[config.mk]
export PLATFORM = sky130hd
export DESIGN_NAME = lut_arbiter
export DESIGN_NICKNAME = d
export VERILOG_FILES = /design/src/rtl/lut_arbiter.sv
export SDC_FILE = /design/constraint.sdc
export NUM_CORES = 1
export LEC_CHECK = 0
export ABC_AREA = 0
export CAP_MARGIN = 5
export CORE_MARGIN = 5
export CORE_UTILIZATION = 27
export CTS_BUF_LIST = sky130_fd_sc_hd__clkbuf_8
export DETAILED_ROUTE_END_ITERATION = 8
export DONT_BUFFER_PORTS = 1
export GPL_TIMING_DRIVEN = 0
export PLACE_DENSITY = 0.39
export SLEW_MARGIN = 20
export SYNTH_ARGS = -nofsm -noshare
export SYNTH_HDL_FRONTEND = slang
export SYNTH_SLANG_ARGS = --single-unit
[constraint.sdc]
create_clock -name clk -period 2.7 [get_ports clk]
set_input_delay 0.405 -clock clk [delete_from_list [all_inputs] [get_ports clk]]
set_output_delay 0.405 -clock clk [all_outputs]
set_load 0.05 [all_outputs]
[src/rtl/lut_arbiter.sv]
`default_nettype none
// ============================================================================
// Module  : lut_arbiter
// Brief   : Round-robin arbiter feeding a reconfigurable 3-input LUT;
//           one result per three cycles.
// Revision: 1.0 - initial release
// ============================================================================
module lut_arbiter #(
    parameter int          NREQ        = 4,
    parameter logic [7:0]  RESET_TABLE = 8'h96
) (
    input  logic        clk,
    input  logic        rst,
    input  logic        cfg_we,
    input  logic [7:0]  cfg_table,
    input  logic [3:0]  req,
    input  logic [31:0] signal_0,
    input  logic [31:0] signal_1,
    input  logic [31:0] signal_2,
    input  logic [31:0] signal_3,
    output logic [3:0]  grant,
    output logic        result_valid,
    output logic [31:0] signal_A,
    output logic [1:0]  result_id,
    output logic        busy
);

    typedef enum logic [1:0] {
        ST_IDLE = 2'd0,
        ST_EVAL = 2'd1,
        ST_RESP = 2'd2
    } state_t;

    localparam logic [NREQ-1:0] c_ONE_HOT_0 = NREQ'(1);

    state_t      r_state;
    state_t      w_next;
    logic [1:0]  r_ptr;
    logic [7:0]  r_table;
    logic [1:0]  r_win;
    logic [2:0]  r_op;
    logic [31:0] r_data;
    logic [1:0]  r_id;

    logic [1:0]  w_win;
    logic [1:0]  w_idx;
    logic        w_found;
    logic [2:0]  w_op_sel;
    logic [2:0]  w_lut_idx;
    logic        w_unused;

    // Only the low three operand bits feed the LUT.
    assign w_unused = ^{signal_0[31:3], signal_1[31:3], signal_2[31:3], signal_3[31:3]};

    always_comb begin
        w_win   = r_ptr;
        w_idx   = r_ptr;
        w_found = 1'b0;
        for (int i = 0; i < 4; i++) begin
            w_idx = r_ptr + 2'(i);
            if (!w_found && req[w_idx]) begin
                w_win   = w_idx;
                w_found = 1'b1;
            end
        end
    end

    always_comb begin
        w_op_sel = 3'b000;
        case (w_win)
            2'd0:    w_op_sel = signal_0[2:0];
            2'd1:    w_op_sel = signal_1[2:0];
            2'd2:    w_op_sel = signal_2[2:0];
            default: w_op_sel = signal_3[2:0];
        endcase
    end

    // Operand bit 0 is the LUT index MSB.
    assign w_lut_idx = {r_op[0], r_op[1], r_op[2]};

    always_comb begin
        w_next = r_state;
        case (r_state)
            ST_IDLE: if (|req) w_next = ST_EVAL;
            ST_EVAL: w_next = ST_RESP;
            ST_RESP: w_next = ST_IDLE;
            default: w_next = ST_IDLE;
        endcase
    end

    always_ff @(posedge clk) begin
        if (rst) begin
            r_state <= ST_IDLE;
            r_ptr   <= 2'd0;
            r_table <= RESET_TABLE;
            r_win   <= 2'd0;
            r_op    <= 3'd0;
            r_data  <= 32'd0;
            r_id    <= 2'd0;
        end else begin
            r_state <= w_next;
            case (r_state)
                ST_IDLE: begin
                    if (cfg_we) r_table <= cfg_table;
                    if (|req) begin
                        r_win <= w_win;
                        r_op  <= w_op_sel;
                        r_ptr <= w_win + 2'd1;
                    end
                end
                ST_EVAL: begin
                    r_data <= {31'd0, r_table[w_lut_idx]};
                    r_id   <= r_win;
                end
                default: ;
            endcase
        end
    end

    assign result_valid = (r_state == ST_RESP);
    assign grant        = (r_state == ST_RESP) ? (c_ONE_HOT_0 << r_win) : '0;
    assign signal_A     = r_data;
    assign result_id    = r_id;
    assign busy         = (r_state != ST_IDLE);

endmodule
`default_nettype wire

======== After elaboration in Yosys (flattened, before gate mapping) ========
Index checks and enable logic that the tools add are counted.
storage, ports and cells
  bits in registers ....................... 20
  bits in latches ......................... 0
  RAM bits ................................ 0
  ROM bits ................................ 0
  input port bits ......................... 143
  output and inout bits ................... 40
  word-level logic and storage cells ...... 54
  memories kept ........................... 0
cells by class
  $add $sub $neg .......................... 4
  $mul .................................... 0
  div/mod/pow operators ................... 0
  $lt $le $gt $ge ......................... 5
  equal/unequal tests ..................... 5
  shifts and indexed selects .............. 1
  multiplexer cells ....................... 20
  bitwise operators ....................... 0
  reductions and logical operators ........ 12
operator list
  kind                 count
  $lt 2x3->1 const B   4
  $pmux 3 s3           1
  $bmux 1 s2           4
  $mux 1               8
  $mux 2               4
  $add 2x1->2 const B  2
  $add 2x2->2 const B  2
  $eq 2x1->1 const B   2
  $eq 2x2->1 const B   2
  $logic_not 2->1      2
  $lt 3x4->1 const B   1
  $mux 4               1
  $pmux 2 s2           1
  $reduce_and 2->1     2
  $reduce_or 4->1      1
  $shl 1x2->4 const A  1
  $bmux 1 s3           1
  $logic_and 1x1->1    3
  $logic_not 1->1      3
  $ne 2x2->1 const B   1
  $reduce_bool 2->1    1

======== Logic depth before layout (Yosys ltp) ========
Gate-level depths: netlist of the first run.
  word-level depth ........................ 14
  mapped depth ............................ 9
  mapped depth without buffers ............ 9

======== Least setup slack after synthesis of the first run ========
OpenSTA, ideal clock, no wires.
  path kind ............................... register to output
  start ................................... register r_state[1]
  end ..................................... output grant[0]
  arrival time ............................ 2.464 ns
  slack ................................... -0.169 ns
  cell stages (with the launch flop) ...... 3
  cells stage by stage .................... dfxtp_1 nor2b_1 nor3b_1
on the way
  longest elaborated chain between the ends .. 2
RTL lines
  element                 RTL line  source
  start, declared         36        state_t r_state;
  start signal, assigned  101       r_state <= w_next;
  $eq 2x2->1              n/a
  net result_valid        22        output logic result_valid,
  $mux 4                  121       assign grant = (r_state == ST_RESP) ? (c_ONE_HOT_0 << r_win) : '0;
  end, declared           21        output logic [3:0] grant,
The timed path passes the listed nets, and every way through them passes these cells.

======== Worst setup path in the final report of the first run ========
Same ends and word-level chain as after synthesis.

==> results of run 1 <==
[placed cells by master, fill, tap and decap left out, types with 2 or more instances in the layout]
| master | synthesis | layout |
|---|---|---|
| clkbuf_8 | 0 | 3 |
| nor2_1 | 16 | 16 |
| ha_1 | 4 | 4 |
| clkbuf_1 | 2 | 2 |
| mux2i_1 | 9 | 9 |
| buf_4 | 31 | 31 |
| conb_1 | 1 | 31 |
| a222oi_1 | 3 | 3 |
| nand2_1 | 4 | 4 |
| a211oi_1 | 2 | 2 |
| mux4_2 | 2 | 2 |
| a21oi_1 | 2 | 2 |
| o21ai_0 | 4 | 4 |
| a211o_1 | 5 | 5 |
| inv_1 | 6 | 6 |
| buf_2 | 2 | 2 |
| dfxtp_1 | 20 | 20 |
| nor2b_1 | 8 | 7 |
| nor3_1 | 3 | 3 |
[sequential cells by signal, indices dropped and copies added, names as in the netlist]
name,count
r_table,8
r_op,3
r_ptr,2
r_state,2
r_win,2
result_id,2
signal_A,1
[power breakdown]
group | internal [µW] | switching, µW | leakage [µW] | total [µW]
registers | 330 | 46.9 | 0.000165 | 377
clock network | 198 | 95.1 | 0.0000357 | 293
logic | 122 | 208 | 0.000545 | 330
[kinds of logic (layout without fill, tap and decap cells)]
group,count (synthesis),in the layout,share of synthesized area
multiplexers,11,11,0.107
buffers and inverters,41,45,0.215
AND/OR/NAND/NOR,40,40,0.180
AO/OA/AOI/OAI,23,23,0.140
adder cells (fa/ha/maj),4,4,0.0394
other,1,31,0.00296
flip-flops,20,20,0.316
[per-layer routing]
layer  global-route usage  wire length [µm]  vias up
met2                0.160              1400       38
met3               0.0482               250        6
met4               0.0315                56        0
li1                     -                 -      491
met1                0.112              1270      425
met5                    0                 0        -
[layout make-up]
cell class                      count  area (µm²)  share of cell area
Multi-Input combinational cell    109         716               0.468
Sequential cell                    20         400               0.262
Buffer                             35         250               0.164
Tap cell                           54        67.6              0.0442
Clock buffer                        3        41.3              0.0270
Clock inverter                      1        30.0              0.0197
Inverter                            6        22.5              0.0147
[metrics by stage]
stage	total power (µW)	hold WS [ps]	utilization	std cells
4_1_cts	1010	255	0.330	228
6_report	1000	262	0.330	228
3_3_place_gp	708	477	0.314	224
5_1_grt	1070	244	0.330	228
3_5_place_dp	714	485	0.314	224
2_1_floorplan	669	455	-	170
[critical path, stage by stage (launching register included)]
cell     delay (ps)
dfxtp_1         410
nor2b_2         600
nor3b_2         810
[worst min-delay path by stage]
| stage | from | end | slack, ps | cells past startpoint |
|---|---|---|---|---|
| after global routing | cfg_table[4] | r_table[4]$_SDFFE_PP1P_ | 240 | 1 |
| after global placement | r_table[5]$_SDFFE_PP0P_ | r_table[5]$_SDFFE_PP0P_ | 480 | 2 |
| after detailed placement | r_table[0]$_SDFFE_PP0P_ | r_table[0]$_SDFFE_PP0P_ | 480 | 2 |
| after CTS | cfg_table[7] | r_table[7]$_SDFFE_PP1P_ | 250 | 1 |
| after floorplan | r_table[6]$_SDFFE_PP0P_ | r_table[6]$_SDFFE_PP0P_ | 450 | 2 |
| final | cfg_table[7] | r_table[7]$_SDFFE_PP1P_ | 260 | 1 |
==> summary.txt, run 1 <==
STA
  – Fmax: 0.405 GHz
  – RSZ-0062 raised after global routing: false
  – Setup TNS: 0 ps
  – Slew Limit Fails: 0
  – Final setup fails: 0
  – Clock Skews: 4.08 ps
  – Worst slew margin: 0.414
  – Fin crit period: 2470 ps
  – Worst Tran Pin Value: 876 ps
  – Period utilisation layout: 0.915
  – Hold Vio Cnt, Final: 0
  – Worst Slack Setup Final: 229 ps

Critical path
  – Arr. time, crit path: 2070 ps
  – CP Max Fanout: 5
  – Worst path required time: 2300 ps
  – Reg-to-reg slack, setup: 560 ps
  – Startpoint class of the critical path: flip-flop
  – Worst setup EP type: output pin
  – Reg-to-Reg Start: r_ptr[0]$_SDFFE_PP0P_
  – Crit path to: grant[0]
  – Worst r2r dst: r_op[2]$_SDFFE_PP0P_
  – Critical setup path kind: reg -> out
  – CP Launch Point: r_state[1]$_SDFFE_PP0P_
  – Worst Reg-to-Reg Cells: 9

Route
  – Routed Antenna Nets: 0
  – Routed WL: 2980 µm
  – Drt wl/cell: 13.1 µm
  – Routed vias/inst: 4.21
  – Pre-Repair DR Iteration Count: 4
  – DRT iter0 DRCs: 55
  – Via count: 960
  – DRC violations left: 0

CTS
  – Clock Sinks: 20
  – Clock transition at path regs: 70 ps
  – H-tree Lvls: 1
  – Worst-skew pair later-pin latency: 250 ps
  – Post-CTS sizing: 1
  – Clock buffer count from CTS: 3
  – CTS tree: done
  – Clock Tree Root: clkbuf_8
  – Setup repair bufs after CTS: 0
  – Clk buf depth: 2
  – Number of hold buffers added after CTS: 0

Place
  – Worst slack at placement: 153 ps
  – Port bufs: 0
  – Post-DP HPWL: 2560 µm
  – Dpl cell area: 1450 µm²
  – RePlAce Congestion: 0.681

Floorplanning
  – IO Pins: 183
  – Die height: 78.6 µm
  – Die area: 6170 µm²
  – Initial core utilization: 0.274
  – Rows: 25
  – Core box area: 4630 µm²
  – Die W: 78.6 µm

Global route
  – Grt total ovfl: 0
  – Antenna violations before repair: 0
  – Pin count of the biggest net entering global routing: 13
  – Number of global-route vias before repair: 978
  – Total GRT Usage: 0.0982
  – First-pass GRT wire length: 4750 µm

Layout
  – FILL cells: 502
  – Design Area, Final: 1530 µm²
  – Layout cells sized above 1: 0.247
  – Fin nets: 322
  – Antenna cells: 0
  – Area grow syn2layout: 20.4%

Synth
  – Top-count cell post-synth: buf_4
  – Ys Warns: 0
  – Synthesized area: 1270 µm²
  – Netlist cell types: 33
  – Cell taking the most area after synthesis: dfxtp_1
  – Synth top area share: 0.316
  – Post-Synthesis Cells: 140
  – Post-synth EDFFs: 0
  – Top FF cell, synth: dfxtp_1
  – Yosys reg bits: 20
  – Seq/Total Area, Yosys: 0.316
  – Area contributors post-synth: dfxtp_1 (32%), buf_4 (18%), mux2i_1 (7.1%)
  – Top post-synthesis cells by count: buf_4 (31), dfxtp_1 (20), nor2_1 (16)
  – Syn Area/Cell: 9.06 µm²
  – FFs w/ async S/R, synth: 0

Run status
  – Status: complete, no violations

Power and ir drop
  – Pwr Density: 654 nW/µm²
  – Cell leakage power: 0.000746 µW
  – Worst vdd ir: 0.347 mV

Worst hold path
  – Worst hold-check path type: in -> reg

Run
  – Max_cap viols: 0
No activity file was read; power rests on OpenSTA's default activity.
==> inputs of run 2 (changes only) <==
- CORE_AREA: not set -> 5 5 68 70
- CORE_MARGIN: 5 -> not set
- CORE_UTILIZATION: 27 -> not set
- DIE_AREA: not set -> 0 0 73 75
- PLACE_DENSITY: 0.39 -> 0.45
==> run 2 against run 1 <==
  * Clock power down 37%
  * First-iteration DRC count up 20%
  * Utilization up 5.1 points
  * Via count up 2.4%
  * Global-route usage up 0.72 points
  * Die area down 11%
  * Sequential power about the same
  * Register-to-register slack worse by 20 ps
  * Final area down 2.3%
  * Largest cell class unchanged
  * Power down 11%
  * Cell count down 2.2%
  * Combinational power about the same
==> summary.txt, run 2 (same netlist as run 1, synthesis figures left out) <==
Layout
  – Commonest cells after routing, fill and taps aside: buf_4 (31), conb_1 (31), dfxtp_1 (20), nor2_1 (16), mux2i_1 (9)
  – Largest register by flop count: r_table
  – FILL cells: 427
  – Storage element area: 400 µm²
  – Antenna cells: 0
  – Finished Layout Cells: 223
  – Layout cells sized above 1: 0.243
  – Max FFs per register: 8
  – Fin nets: 322
  – Area grow syn2layout: 17.7%
  – Largest registers: r_table: 8 flops, r_op: 3 flops
  – Multi-input logic area: 716 µm²

CTS
  – Worst-skew pair later-pin latency: 250 ps
  – Clock Sinks: 20
  – Post-CTS sizing: 1
  – Number of hold buffers added after CTS: 0
  – Setup repair bufs after CTS: 0
  – Clock buffer count from CTS: 3
  – Clock Tree Root: clkbuf_8
  – H-tree Lvls: 1
  – Clock transition at path regs: 70 ps
  – CTS tree: done
  – Clk buf depth: 2

Critical path
  – Reg-to-Reg Start: r_ptr[0]$_SDFFE_PP0P_
  – Slowest-stage cell, CP: nor3b_2
  – Crit path largest cell delay: 810 ps
  – Worst Reg-to-Reg Cells: 9
  – Critical setup path kind: reg -> out
  – Worst path required time: 2300 ps
  – Startpoint class of the critical path: flip-flop
  – Worst setup EP type: output pin
  – Arr. time, crit path: 2060 ps
  – Worst Path Buf+Inv: 0
  – Worst r2r dst: r_op[0]$_SDFFE_PP0P_
  – CP Cell Sequence: nor2b_2 -> nor3b_2
  – CP Max Fanout: 5
  – Reg-to-reg slack, setup: 540 ps
  – Critical path's top delay family: simple AND/OR/NAND/NOR gates

STA
  – Setup TNS: 0 ps
  – Hold Vio Cnt, Final: 0
  – Worst slew margin: 0.403
  – Period utilisation layout: 0.915
  – Slew Limit Fails: 0
  – Fin crit period: 2470 ps
  – RSZ-0062 raised after global routing: false
  – Final setup fails: 0
  – Fmax: 0.405 GHz
  – Clock Skews: 2.72 ps
  – Worst Tran Pin Value: 893 ps

Worst hold path
  – Worst Hold Endpoint: r_table[7]$_SDFFE_PP1P_
  – Hold path startpoint: cfg_table[7]
  – Worst hold-check path type: in -> reg
  – Hold Path Depth: 1

Route
  – Routed Antenna Nets: 0
  – Routed WL: 2880 µm
  – Routed vias/inst: 4.41
  – DRC violations left: 0
  – Pre-Repair DR Iteration Count: 4
  – Drt wl/cell: 12.9 µm
  – Via count: 983
  – DRT iter0 DRCs: 66

Global route
  – Total GRT Usage: 0.105
  – First-pass GRT wire length: 4530 µm
  – Pin count of the biggest net entering global routing: 11
  – Antenna violations before repair: 0
  – Grt total ovfl: 0
  – Number of global-route vias before repair: 981

Floorplanning
  – Core box area: 3910 µm²
  – Die area: 5480 µm²
  – IO Pins: 183
  – Rows: 23
  – Die W: 73 µm
  – Die height: 75 µm
  – Initial core utilization: 0.324

Run
  – Max_cap viols: 0

Power and ir drop
  – Cell leakage power: 0.000731 µW
  – Worst vdd ir: 0.408 mV
  – Pwr Density: 597 nW/µm²

Place
  – RePlAce Congestion: 0.670
  – Placed Instances: 220
  – Port bufs: 0
  – Post-DP HPWL: 2470 µm

Run status
  – Status: complete, no violations
## run 2: area by class of cell
type,instances,share of cell area
Tap cell,50,0.0419
Inverter,6,0.0151
Buffer,35,0.168
Clock buffer,3,0.0277
Multi-Input combinational cell,109,0.479
Sequential cell,20,0.268
## run 2: per-layer routing
layer / up-vias / global-route usage / share of wire
met3: 2 / 0.0668 / 0.12
met1: 443 / 0.118 / 0.39
met5: - / 0 / 0
met2: 44 / 0.173 / 0.48
met4: 0 / 0.0184 / 0.0045
li1: 494 / - / -
## run 2: worst reg2reg max path: cells and delay by family (launching register included)
kind | cells | cell delay [ps]
mux | 1 | 150
compound gates | 4 | 940
buf+inv | 1 | 130
flops | 1 | 340
simple gates | 2 | 230
fa+ha+maj | 1 | 250
## run 2: how the worst max path moves through the flow
stage,start,end,slack (ps),cells after the start
finish,r_state[1]$_SDFFE_PP0P_,grant[0],230,2
global placement,r_state[1]$_SDFFE_PP0P_,grant[0],170,2
CTS,r_state[1]$_SDFFE_PP0P_,grant[0],220,2
floorplan,r_state[1]$_SDFFE_PP0P_,grant[0],270,2
global route,r_state[1]$_SDFFE_PP0P_,grant[2],130,3
detailed placement,r_state[1]$_SDFFE_PP0P_,grant[0],170,2
## run 2: stage by stage
stage          setup WS [ps]   util  power (µW)  cell area [µm²]  hold slack [ps]
2_1_floorplan            274      -         669             1390              455
3_3_place_gp             171  0.370         705             1450              475
3_5_place_dp             166  0.370         710             1450              490
4_1_cts                  217  0.381         903             1490              260
5_1_grt                  133  0.381         953             1490              260
6_report                 231  0.381         891             1490              268
## run 2: report_power, final
group | leakage (µW) | switching [µW] | total [µW] | internal, µW
Sequential | 0.000165 | 45.9 | 376 | 330
Combinational | 0.000545 | 207 | 329 | 122
Clock | 0.0000216 | 86.4 | 185 | 99.0
==> inputs of run 3 (changes only) <==
- CAP_MARGIN: 5 -> not set
- CELL_PAD_IN_SITES_DETAIL_PLACEMENT: not set -> 0
- CELL_PAD_IN_SITES_GLOBAL_PLACEMENT: not set -> 2
- CORE_AREA: 5 5 68 70 -> not set
- CORE_MARGIN: not set -> 8
- CORE_UTILIZATION: not set -> 30
- DIE_AREA: 0 0 73 75 -> not set
- PLACE_DENSITY: 0.45 -> 0.83
==> run 3 against run 2 <==
  * Setup slack lost 1.6 ps
  * Cell count is the same
  * Sequential cell count is the same
  * Sequential share of layout area is the same
  * Final area is the same
  * Critical path type unchanged
  * Largest cell class unchanged
  * Largest power group unchanged
==> summary.txt, run 3 (same netlist as run 1, synthesis figures left out) <==
Critical path
  – Slowest-stage cell, CP: nor2_1
  – Worst path required time: 2300 ps
  – CP Cell Sequence: nor2b_2 -> nand2_1 -> nor2_1
  – Startpoint class of the critical path: flip-flop
  – CP Max Fanout: 5
  – Arr. time, crit path: 2070 ps
  – CP Launch Point: r_state[1]$_SDFFE_PP0P_
  – Worst setup EP type: output pin
  – Reg-to-Reg Start: r_ptr[0]$_SDFFE_PP0P_
  – Critical path's top delay family: simple AND/OR/NAND/NOR gates
  – Critical setup path kind: reg -> out
  – Crit path largest cell delay: 700 ps
  – Worst Path Buf+Inv: 0

CTS
  – H-tree Lvls: 1
  – Worst-skew pair later-pin latency: 250 ps
  – Setup repair bufs after CTS: 0
  – Clock Tree Root: clkbuf_8
  – Post-CTS sizing: 1
  – Clock buffer count from CTS: 3
  – Clock transition at path regs: 70 ps
  – CTS tree: done
  – Number of hold buffers added after CTS: 0
  – Clk buf depth: 2
  – Clock Sinks: 20

Route
  – DRC violations left: 0
  – Drt wl/cell: 13.5 µm
  – Routed Antenna Nets: 0
  – DRT iter0 DRCs: 35
  – Pre-Repair DR Iteration Count: 4
  – Via count: 977
  – Routed WL: 3010 µm
  – Routed vias/inst: 4.38

Layout
  – Area grow syn2layout: 17.7%
  – Fin nets: 322
  – Post-layout util: 0.370
  – Layout cells sized above 1: 0.243
  – Commonest cells after routing, fill and taps aside: buf_4 (31), conb_1 (31), dfxtp_1 (20), nor2_1 (16), mux2i_1 (9)
  – Largest registers: r_table: 8 flops, r_op: 3 flops
  – Antenna cells: 0
  – Largest register by flop count: r_table
  – Max FFs per register: 8
  – Finished Layout Cells: 223

Place
  – Worst slack at placement: 156 ps
  – Port bufs: 0
  – Post-DP HPWL: 2570 µm
  – Placed Instances: 220
  – RePlAce Congestion: 0.704

Floorplanning
  – Rows: 23
  – Die height: 81.0 µm
  – Die W: 81.0 µm
  – Die area: 6570 µm²
  – IO Pins: 183
  – Initial core utilization: 0.315
  – Core box area: 4030 µm²

STA
  – Slew Limit Fails: 0
  – Period utilisation layout: 0.915
  – Clock Skews: 2.63 ps
  – Worst Slack Setup Final: 229 ps
  – Hold Vio Cnt, Final: 0
  – Setup TNS: 0 ps
  – Fin crit period: 2470 ps
  – Final setup fails: 0
  – RSZ-0062 raised after global routing: false
  – Worst slew margin: 0.396
  – Worst Tran Pin Value: 903 ps
  – Fmax: 0.405 GHz

Global route
  – First-pass GRT wire length: 4610 µm
  – Total GRT Usage: 0.0903
  – Antenna violations before repair: 0
  – Grt total ovfl: 0
  – Pin count of the biggest net entering global routing: 11
  – Number of global-route vias before repair: 971

Power and ir drop
  – Sw frac: 0.386
  – Clock Power Share: 0.213
  – Sequential Power Share: 0.421
  – Worst vdd ir: 0.444 mV
  – Pint: 551 µW
  – Design Power: 897 µW
  – Cell leakage power: 0.000731 µW
  – Pwr Density: 601 nW/µm²
  – Power share of the combinational group: 0.367
  – Switching power: 346 µW

Run status
  – Status: complete, no violations

Worst hold path
  – Worst hold-check path type: in -> reg
  – Hold path startpoint: cfg_table[1]

Run
  – Max_cap viols: 0
==> run 3: final timing paths <==
check / to / slack (ps) / cells after the start
setup reg to reg: r_op[0]$_SDFFE_PP0P_ / 530 / 9
setup / recovery: grant[2] / 230 / 3
hold reg to reg: r_table[5]$_SDFFE_PP0P_ / 510 / 2
hold / removal: r_table[1]$_SDFFE_PP1P_ / 270 / 1
==> run 3: layer usage <==
| metal | global-route usage | vias to the layer above | share of wire |
|---|---|---|---|
| met3 | 0.0784 | 2 | 0.19 |
| met1 | 0.0830 | 433 | 0.34 |
| met2 | 0.148 | 48 | 0.47 |
| li1 | - | 494 | - |
| met4 | 0.0214 | 0 | 0.0046 |
| met5 | 0 | - | 0 |
==> run 3: power groups by stage <==
stage                     sequential (µW)  combinational, µW  clock, µW
after floorplan                       373                296          0
after global placement                383                321          0
after detailed placement              385                327          0
after CTS                             378                329        200
after global routing                  384                357        214
final                                 377                329        191
==> run 3: metrics by stage <==
stage                     hold WS, ps  cell area [µm²]
after floorplan                   455             1390
after global placement            471             1450
after detailed placement          491             1450
after CTS                         259             1490
after global routing              248             1490
final                             266             1490
==> run 3: area by class of cell <==
cell class / instances / area (µm²)
well taps: 50 / 62.6
fillers: 413 / 2540
inverters: 6 / 22.5
flip-flops and latches: 20 / 400
clock buffers: 3 / 41.3
plain buffers: 35 / 250
multi-input cells: 109 / 716
==> run 3: worst register-to-register path, stage by stage, from the launching register on <==
cell and delay, ps:
dfxtp_1 340, nor2b_1 150, a21oi_1 60, o211ai_1 410, inv_1 120, ha_1 250
a222oi_1 370, o21ai_0 130, mux2i_1 150, nor2_1 50
